[src/rtl/nec_prefetch_if.sv]
// Code-fetch bus between the prefetch unit (master) and the memory agent (slave).
// The master holds bus_req/bus_addr stable until the agent returns bus_ack with
// the little-endian word from the even-aligned address in bus_rdata.
interface nec_prefetch_if;
  logic        bus_req;
  logic [19:0] bus_addr;
  logic        bus_ack;
  logic [15:0] bus_rdata;

  modport master (
    output bus_req,
    output bus_addr,
    input  bus_ack,
    input  bus_rdata
  );

  modport slave (
    input  bus_req,
    input  bus_addr,
    output bus_ack,
    output bus_rdata
  );
endinterface : nec_prefetch_if

[src/rtl/nec_prefetch.sv]
// nec_prefetch: instruction prefetch unit feeding the 8-byte instruction
// prefetch queue (IPQ). Code bytes are fetched at PS:fetch_pc and stored in a
// circular buffer indexed by address bits [2:0]; ipq_len is measured from the
// decoder's current pc. A flush (set_pc) redirects fetch_pc and, if a bus cycle
// is in flight, waits for its ack and throws the data away.
//
// Optional build macro: NEC_PREFETCH_PERF_EN adds perf_fetches, perf_discards
// and perf_full_cycles counters as outputs.
module nec_prefetch (
  input  logic        clk,
  input  logic        reset_n,
  input  logic        ce,
  input  logic [15:0] ps,
  input  logic [15:0] decode_pc,
  input  logic        set_pc,
  input  logic [15:0] new_pc,
  output logic [7:0]  ipq [8],
  output logic [3:0]  ipq_len,
  nec_prefetch_if.master bus
`ifdef NEC_PREFETCH_PERF_EN
  ,
  output logic [31:0] perf_fetches,
  output logic [31:0] perf_discards,
  output logic [31:0] perf_full_cycles
`endif
);

  // Queue depth is fixed: indexing relies on exactly 3 address bits.
  localparam logic [3:0] QUEUE_BYTES = 4'd8;

  typedef enum logic [1:0] {
    ST_IDLE       = 2'd0,
    ST_FETCH      = 2'd1,
    ST_FLUSH_WAIT = 2'd2
  } state_e;

  state_e      state_q,    state_d;
  logic [15:0] fetch_pc_q, fetch_pc_d;
  logic        bus_req_q,  bus_req_d;
  logic [19:0] bus_addr_q, bus_addr_d;
  logic [7:0]  ipq_q [8];
  logic [7:0]  ipq_d [8];

  logic [15:0] pc_diff_s;
  logic [3:0]  ipq_len_s;
  logic [3:0]  space_s;
  logic        fetch_ok_s;
  logic [2:0]  wr_idx_s;
  logic        fill_s;
  logic        discard_s;
  logic        unused_pc_diff_hi_s;

  // Occupancy is the distance from the decoder's pc to the next fetch address;
  // the space rule keeps the true distance within 0..8, so 4 bits suffice.
  always_comb begin
    pc_diff_s           = fetch_pc_q - decode_pc;
    ipq_len_s           = pc_diff_s[3:0];
    unused_pc_diff_hi_s = ^pc_diff_s[15:4];
    space_s             = QUEUE_BYTES - ipq_len_s;
    wr_idx_s            = fetch_pc_q[2:0];
    if (fetch_pc_q[0]) begin
      // Odd address fetches a single byte.
      fetch_ok_s = (space_s >= 4'd1);
    end else begin
      // Even address fetches a full word.
      fetch_ok_s = (space_s >= 4'd2);
    end
  end

  // Next-state, bus and queue-write logic; everything holds when ce=0.
  always_comb begin
    state_d    = state_q;
    fetch_pc_d = fetch_pc_q;
    bus_req_d  = bus_req_q;
    bus_addr_d = bus_addr_q;
    ipq_d      = ipq_q;
    fill_s     = 1'b0;
    discard_s  = 1'b0;

    if (ce) begin
      case (state_q)
        ST_IDLE: begin
          if (set_pc) begin
            // Redirect only; no request may issue in the flush cycle.
            fetch_pc_d = new_pc;
          end else if (fetch_ok_s) begin
            // Physical address wraps modulo 2^20 by truncation.
            bus_addr_d = {ps, 4'h0} + {4'h0, fetch_pc_q};
            bus_req_d  = 1'b1;
            state_d    = ST_FETCH;
          end else begin
            state_d = ST_IDLE;
          end
        end

        ST_FETCH: begin
          if (bus.bus_ack) begin
            bus_req_d = 1'b0;
            state_d   = ST_IDLE;
            if (set_pc) begin
              // Ack coincides with a flush: the data belongs to the old stream.
              fetch_pc_d = new_pc;
              discard_s  = 1'b1;
            end else begin
              fill_s = 1'b1;
              if (fetch_pc_q[0]) begin
                ipq_d[wr_idx_s] = bus.bus_rdata[15:8];
                fetch_pc_d      = fetch_pc_q + 16'd1;
              end else begin
                ipq_d[wr_idx_s]        = bus.bus_rdata[7:0];
                ipq_d[wr_idx_s + 3'd1] = bus.bus_rdata[15:8];
                fetch_pc_d             = fetch_pc_q + 16'd2;
              end
            end
          end else if (set_pc) begin
            // A request is never withdrawn; wait for its ack and drop it.
            fetch_pc_d = new_pc;
            state_d    = ST_FLUSH_WAIT;
          end else begin
            state_d = ST_FETCH;
          end
        end

        ST_FLUSH_WAIT: begin
          if (set_pc) begin
            fetch_pc_d = new_pc;
          end else begin
            fetch_pc_d = fetch_pc_q;
          end
          if (bus.bus_ack) begin
            bus_req_d = 1'b0;
            discard_s = 1'b1;
            state_d   = ST_IDLE;
          end else begin
            state_d = ST_FLUSH_WAIT;
          end
        end

        default: begin
          bus_req_d = 1'b0;
          state_d   = ST_IDLE;
        end
      endcase
    end else begin
      state_d = state_q;
    end
  end

  // State, fetch pointer, bus request and queue storage registers.
  always_ff @(posedge clk or negedge reset_n) begin
    if (!reset_n) begin
      state_q    <= ST_IDLE;
      fetch_pc_q <= 16'h0000;
      bus_req_q  <= 1'b0;
      bus_addr_q <= 20'h00000;
      for (int i = 0; i < 8; i++) begin
        ipq_q[i] <= 8'h00;
      end
    end else begin
      state_q    <= state_d;
      fetch_pc_q <= fetch_pc_d;
      bus_req_q  <= bus_req_d;
      bus_addr_q <= bus_addr_d;
      for (int i = 0; i < 8; i++) begin
        ipq_q[i] <= ipq_d[i];
      end
    end
  end

  assign ipq          = ipq_q;
  assign ipq_len      = ipq_len_s;
  assign bus.bus_req  = bus_req_q;
  assign bus.bus_addr = bus_addr_q;

`ifdef NEC_PREFETCH_PERF_EN
  logic [31:0] perf_fetches_q;
  logic [31:0] perf_discards_q;
  logic [31:0] perf_full_cycles_q;
  logic        queue_full_s;

  assign queue_full_s = (ipq_len_s == QUEUE_BYTES);

  // Free-running event counters; wrap naturally on overflow.
  always_ff @(posedge clk or negedge reset_n) begin
    if (!reset_n) begin
      perf_fetches_q     <= 32'd0;
      perf_discards_q    <= 32'd0;
      perf_full_cycles_q <= 32'd0;
    end else begin
      if (fill_s) begin
        perf_fetches_q <= perf_fetches_q + 32'd1;
      end else begin
        perf_fetches_q <= perf_fetches_q;
      end
      if (discard_s) begin
        perf_discards_q <= perf_discards_q + 32'd1;
      end else begin
        perf_discards_q <= perf_discards_q;
      end
      if (ce && queue_full_s) begin
        perf_full_cycles_q <= perf_full_cycles_q + 32'd1;
      end else begin
        perf_full_cycles_q <= perf_full_cycles_q;
      end
    end
  end

  assign perf_fetches     = perf_fetches_q;
  assign perf_discards    = perf_discards_q;
  assign perf_full_cycles = perf_full_cycles_q;
`else
  logic unused_event_s;
  assign unused_event_s = fill_s ^ discard_s;
`endif

endmodule : nec_prefetch

[src/flat_wrapper.sv]
// flat-port wrapper written by rule: the top's interface ports become plain ports
module nec_prefetch_flat 
  (clk, reset_n, ce, ps, decode_pc, set_pc, new_pc, ipq, ipq_len, bus_bus_req, bus_bus_addr, bus_bus_ack, bus_bus_rdata);
  nec_prefetch_if bus_i ();
  input  logic clk;
  input  logic reset_n;
  input  logic ce;
  input  logic [15:0] ps;
  input  logic [15:0] decode_pc;
  input  logic set_pc;
  input  logic [15:0] new_pc;
  output logic [7:0] ipq[8];
  output logic [3:0] ipq_len;
  output wire logic [$bits(bus_i.bus_req)-1:0] bus_bus_req;
  output wire logic [$bits(bus_i.bus_addr)-1:0] bus_bus_addr;
  input wire logic [$bits(bus_i.bus_ack)-1:0] bus_bus_ack;
  input wire logic [$bits(bus_i.bus_rdata)-1:0] bus_bus_rdata;
  assign bus_bus_req = bus_i.bus_req;
  assign bus_bus_addr = bus_i.bus_addr;
  assign bus_i.bus_ack = bus_bus_ack;
  assign bus_i.bus_rdata = bus_bus_rdata;
  nec_prefetch u_core (.clk(clk), .reset_n(reset_n), .ce(ce), .ps(ps), .decode_pc(decode_pc), .set_pc(set_pc), .new_pc(new_pc), .ipq(ipq), .ipq_len(ipq_len), .bus(bus_i));
endmodule
[config.mk]
export PLATFORM = sky130hd
export DESIGN_NAME = nec_prefetch_flat
export DESIGN_NICKNAME = d
export VERILOG_FILES = /design/src/rtl/nec_prefetch_if.sv /design/src/rtl/nec_prefetch.sv /design/src/flat_wrapper.sv
export SDC_FILE = /design/constraint.sdc
export NUM_CORES = 1
export LEC_CHECK = 0
export CAP_MARGIN = 20
export CORE_ASPECT_RATIO = 0.8
export CORE_MARGIN = 2
export CORE_UTILIZATION = 40
export DETAILED_ROUTE_END_ITERATION = 10
export PLACE_DENSITY = 0.69
export SLEW_MARGIN = 25
export SYNTH_ARGS = -nofsm -noshare
export SYNTH_HDL_FRONTEND = slang
export SYNTH_SLANG_ARGS = --single-unit
[constraint.sdc]
create_clock -name clk -period 3.9 [get_ports clk]
set_clock_uncertainty 0.2 [all_clocks]
set_input_delay 0.78 -clock clk [delete_from_list [all_inputs] [get_ports clk]]
set_output_delay 0.78 -clock clk [all_outputs]
set_load 0.005 [all_outputs]
==> impl_metrics.json, run 1 <==
{
  "tightestPinTransition_ns": 0.6698,
  "hold_path.class": "in2async",
  "routed_via_density": 5.533,
  "setup_viol": 0,
  "netlist_top_cells_count": "dfrtp_1, mux2_2, nand2_1",
  "p_comb_share_pct": 49.3,
  "core_area_um2": 13650,
  "syn-mean-instance-area_um2": 11.22,
  "syn-cell-area_um2": 5619,
  "vias": 4637,
  "ys_seq_area_share_pct": 45.87,
  "fmax_ghz": 0.2652,
  "cts_tree": "done",
  "grt_pass1_wl_mm": 23.63,
  "cts_htree_levels": 3,
  "seqPwrFrac_pct": 34.2,
  "p_sw_share_pct": 34.55,
  "multiInputGateArea_um2": 2880,
  "initial_utilization_pct": 41.18,
  "p_leak_nw": 3.361,
  "io_pins": 158,
  "cts_root_buf": "clkbuf_16",
  "rsz0062_at_grt": "no",
  "power_switching_mw": 1.806,
  "synth_top_area_share_pct": 45.87,
  "cp.arrival_ns": 2.79,
  "path_clk_slew_ns": 0.07,
  "drive_gt1_share_pct": 13.22,
  "slowest_stage": "clkdlybuf4s50_1",
  "row_count": 38,
  "drtIter0Drc": 332,
  "globalplace.congestion": 0.8281,
  "hold_slack_ns": 0.07765,
  "firstDrtPassIters": 5,
  "post_cts_buffers": 0,
  "yosysTopAreaCell": "dfrtp_1",
  "crit_path_cell_trace": "clkdlybuf4s50_1 > inv_1 > ha_1 > a21oi_1 > a21o_1 > and2_1 > clkdlybuf4s50_1",
  "ant_nets": 0,
  "critPathKind": "in2out",
  "io_buffer_count": 145,
  "synth-async-reset-ratio_pct": 100.0,
  "grt_max_degree": 91,
  "fillCellCount": 1150,
  "nets": 756,
  "fp.dieW_um": 136.5,
  "ir_worst_vdd_mv": 0.2648,
  "overflow": 0,
  "synth_nets": 604,
  "period_share_pct": 96.69,
  "grt_pass1_vias": 4559,
  "period_minus_slack_ns": 3.771,
  "maxCapViolCount": 0,
  "powerDensity_nw_per_um2": 687.2,
  "clock_latency_ns": 0.35,
  "wirelength_mm": 15.06,
  "antenna_found_initial": 0,
  "critPathMaxStageDelay_ns": 0.49,
  "cp.required_ns": 2.92,
  "dpl.cell_count": 822,
  "n_antenna_cell": 0,
  "post-dp-hpwl_mm": 11.21,
  "cts_buffers": 9,
  "fp.dieH_um": 110.0,
  "stdcell_count": 838,
  "start_kind": "input port",
  "die-area_um2": 15020,
  "cp_max_fo": 4,
  "finalHoldViolations": 0,
  "synth_top_flop_cell": "dfrtp_1",
  "drc": 0,
  "post-route-util_pct": 55.75,
  "wl_per_cell_um": 17.97,
  "max_slew_margin_pct": 55.18,
  "netlist_instances": 501,
  "status": "finished, final reports clean",
  "p_int_mw": 3.421,
  "syn_to_final_growth_pct": 35.38,
  "ys_seq_elements": 103,
  "total_power_mw": 5.228,
  "crit_path_end_kind": "output pin",
  "cts.sinks": 103,
  "register_area_um2": 2577,
  "cts_max_path_buffers": 2,
  "synth_edf_count": 0,
  "yosysMostFrequentCell": "dfrtp_1",
  "grt_usage_pct": 20.58,
  "cpMostUsedCell": "clkdlybuf4s50_1",
  "yosys_warnings": 0,
  "clkPwrFrac_pct": 16.5,
  "slew_viol_final": 0,
  "ys_types": 65,
  "synthTopCellsByArea": "dfrtp_1, mux2_2, ha_1, a22o_1, nand2_1"
}
## through the flow
stage                     worst slack [ns]  area, um^2  setup TNS (ns)
after floorplan                     0.4711        5619               0
after global placement             -0.1699        7321          -2.360
after detailed placement           -0.2428        7321          -3.686
after CTS                           0.1103        7600               0
after global routing               0.01070        7607               0
final                               0.1292        7607               0
## power by group through the flow
stage	Clock [mW]	Sequential (mW)	Combinational, mW
CTS	0.893	1.78	2.58
global route	0.934	1.84	2.82
finish	0.865	1.79	2.58
detailed placement	0	1.80	2.57
floorplan	0	1.76	1.30
global placement	0	1.78	2.50
## registers in the layout, indices dropped and copies added (netlist names)
register,cells
u_core.ipq,64
u_core.bus.bus_addr,20
u_core.fetch_pc_q,16
u_core.state_q,2
u_core.bus.bus_req,1
## layer usage
layer | vias to the layer above | share of wire [%] | GRT usage, %
met2 | 156 | 47 | 31.68
met5 | - | 0 | 0
met3 | 20 | 5.6 | 4.344
li1 | 2181 | - | -
met4 | 0 | 1.6 | 7.143
met1 | 2280 | 46 | 28.93
## timing repair
item,in CTS,in global routing
endpoints found under the setup margin,0,12
hold buffers,0,0
resized for setup,0,1
## cells by family (layout without fill, tap and decap cells)
group	Yosys count	count (layout)	synth area share, %
adders and majority gates	34	34	7.838
DFF	103	103	45.87
muxes	56	56	11.33
buffers and inverters	39	196	3.006
AOI/OAI and AO/OA	142	142	18.79
xor gates and xnor gates	14	14	2.828
and+or+nand+nor	113	113	10.33
## worst paths after layout
check	start	to	slack, ns	depth (start not counted)
worst max-delay path	decode_pc[2]	ipq_len[3]	0.13	7
max in group asynchronous	reset_n	u_core.bus.bus_addr[5]$_DFFE_PN0P_	2.68	2
worst max register to register	u_core.fetch_pc_q[0]$_DFFE_PN0P_	u_core.bus.bus_addr[14]$_DFFE_PN0P_	0.56	11
worst min-delay path	reset_n	u_core.bus.bus_addr[9]$_DFFE_PN0P_	0.08	1
worst min register to register	u_core.bus.bus_addr[11]$_DFFE_PN0P_	u_core.bus.bus_addr[11]$_DFFE_PN0P_	0.30	1
min in group clk	u_core.bus.bus_addr[11]$_DFFE_PN0P_	u_core.bus.bus_addr[11]$_DFFE_PN0P_	0.30	1
## placed cells by master, fill, tap and decap left out, types with 13 or more instances in the layout
master	n
a22o_1	33
clkdlybuf4s50_1	144
a21oi_1	24
buf_4	14
nor2_1	22
ha_1	32
mux2_2	44
o21ai_0	13
nand2_1	35
inv_1	20
dfrtp_1	103
## final cells by class
| class | instances | area share, % |
|---|---|---|
| sequential | 103 | 33.88 |
| timing repair buffer | 159 | 20.59 |
| clock inverter | 6 | 0.6579 |
| clock buffer | 10 | 3.010 |
| multi-input combinational | 359 | 37.86 |
| inverter | 21 | 1.036 |
| tap | 180 | 2.961 |
## worst max-delay path: cells and delay by family
family / cells / cell delay (ns)
AOI/OAI and AO/OA: 2 / 0.52
adders and majority gates: 1 / 0.34
buffers and inverters: 3 / 0.99
and+or+nand+nor: 1 / 0.15
Power figures use the tool's default switching activity.
==> run 2: changes to the inputs <==
CORE_UTILIZATION = 49   (was 40)
PLACE_DENSITY = 0.82   (was 0.69)
==> impl_metrics.json, run 2 (synthesized netlist as in run 1, its figures left out) <==
{
  "io_pins": 158,
  "ant_nets": 0,
  "drive_gt1_share_pct": 13.11,
  "grt_usage_pct": 24.79,
  "io_buffer_count": 145,
  "critPathKind": "in2out",
  "layout_common_cells": "clkdlybuf4s50_1, dfrtp_1, mux2_2",
  "antenna_found_initial": 0,
  "rsz0062_at_grt": "no",
  "globalplace.congestion": 0.8442,
  "cp_max_fo": 4,
  "post-route-util_pct": 68.58,
  "grt_pass1_wl_mm": 23.81,
  "maxCapViolCount": 0,
  "fillCellCount": 771,
  "grt_util_met2_pct": 41.84,
  "die-area_um2": 12350,
  "drtIter0Drc": 340,
  "setup_viol": 0,
  "post-dp-hpwl_mm": 11.23,
  "grtUsageMet1_pct": 32.92,
  "core_area_um2": 11020,
  "row_count": 34,
  "wl_per_cell_um": 18.69,
  "setup_slack_ns": 0.1568,
  "fp.dieW_um": 123.7,
  "vias": 4708,
  "cts_htree_levels": 3,
  "firstDrtPassIters": 5,
  "crit_path_end_kind": "output pin",
  "slew_viol_final": 0,
  "fp.dieH_um": 99.78,
  "cp.arrival_ns": 2.76,
  "path_clk_slew_ns": 0.07,
  "cts_buffers": 9,
  "cts_tree": "done",
  "hold_slack_ns": 0.2206,
  "p_leak_nw": 3.357,
  "grt_util_met3_pct": 4.943,
  "period_minus_slack_ns": 3.743,
  "grt_max_degree": 62,
  "nets": 755,
  "final_common_cell": "clkdlybuf4s50_1",
  "period_share_pct": 95.98,
  "finalHoldViolations": 0,
  "tightestPinTransition_ns": 0.7034,
  "total_power_mw": 5.240,
  "drc": 0,
  "critical_path.startpoint": "decode_pc[2]",
  "cts_max_path_buffers": 2,
  "initial_utilization_pct": 51.00,
  "n_antenna_cell": 0,
  "status": "finished, final reports clean",
  "clock_latency_ns": 0.34,
  "rrSetupSlack_ns": 0.57,
  "start_kind": "input port",
  "grt-busiest-layer": "met2",
  "place_ws_ns": -0.2660,
  "overflow": 0,
  "syn_to_final_growth_pct": 34.47,
  "cts_root_buf": "clkbuf_16",
  "ir_worst_vdd_mv": 0.3060,
  "fmax_ghz": 0.2672,
  "wirelength_mm": 14.95,
  "r2r_start": "u_core.fetch_pc_q[0]$_DFFE_PN0P_",
  "grt_pass1_vias": 4736,
  "routed_via_density": 5.885,
  "max_slew_margin_pct": 52.93,
  "tns_ns": 0,
  "hold_path.class": "in2async",
  "post_cts_buffers": 0,
  "powerDensity_nw_per_um2": 693.5,
  "cts.sinks": 103,
  "cp.required_ns": 2.92,
  "largest_reg_flops": 64
}
run 2: worst paths after layout:
check,endpoint,depth (start not counted)
max,ipq_len[3],7
min in group clk,u_core.bus.bus_addr[9]$_DFFE_PN0P_,1
min reg2reg,u_core.bus.bus_addr[9]$_DFFE_PN0P_,1
min,u_core.bus.bus_addr[8]$_DFFE_PN0P_,1
max reg2reg,u_core.bus.bus_addr[14]$_DFFE_PN0P_,11
max in group asynchronous,u_core.ipq[56]$_DFFE_PN0P_,2
run 2: layer usage:
metal / vias to the layer above / share of wire [%]
li1: 2168 / -
met5: - / 0
met4: 0 / 1.3
met3: 17 / 5.9
met2: 193 / 49
met1: 2330 / 44
run 2: power breakdown:
group,internal (mW),total [mW],switching (mW)
clock,0.441,0.856,0.415
combinational,1.50,2.59,1.09
sequential,1.48,1.80,0.318
run 2: through the flow:
| step | instances | area (um^2) |
|---|---|---|
| floorplan | 501 | 5619 |
| finish | 800 | 7556 |
| global route | 800 | 7556 |
| global placement | 785 | 7268 |
| CTS | 800 | 7548 |
| detailed placement | 785 | 7268 |
run 2: critical path, cell delays in order:
cell,delay (ns)
clkdlybuf4s50_1,0.45
inv_1,0.04
ha_1,0.35
a21oi_1,0.29
a21o_1,0.22
and2_1,0.14
clkdlybuf4s50_1,0.50
run 2: what timing repair did:
item / CTS / global route
gates resized for setup: 0 / 1
hold buffers: 0 / 0
setup endpoints to repair: 0 / 12
run 2: cell type report:
class	count	area (um^2)	share of cell area, %
clock buffer	9	225.2	2.981
clock inverter	6	55.05	0.7286
inverter	21	78.83	1.043
multi-input combinational	359	2880	38.12
sequential	103	2577	34.11
tap	144	180.2	2.385
timing repair buffer	158	1559	20.63
==> run 3: changes to the inputs <==
CAP_MARGIN = 0   (was 20)
==> results of run 3 <==
Same layout as run 2: the final DEF is identical, and so are final timing and power.
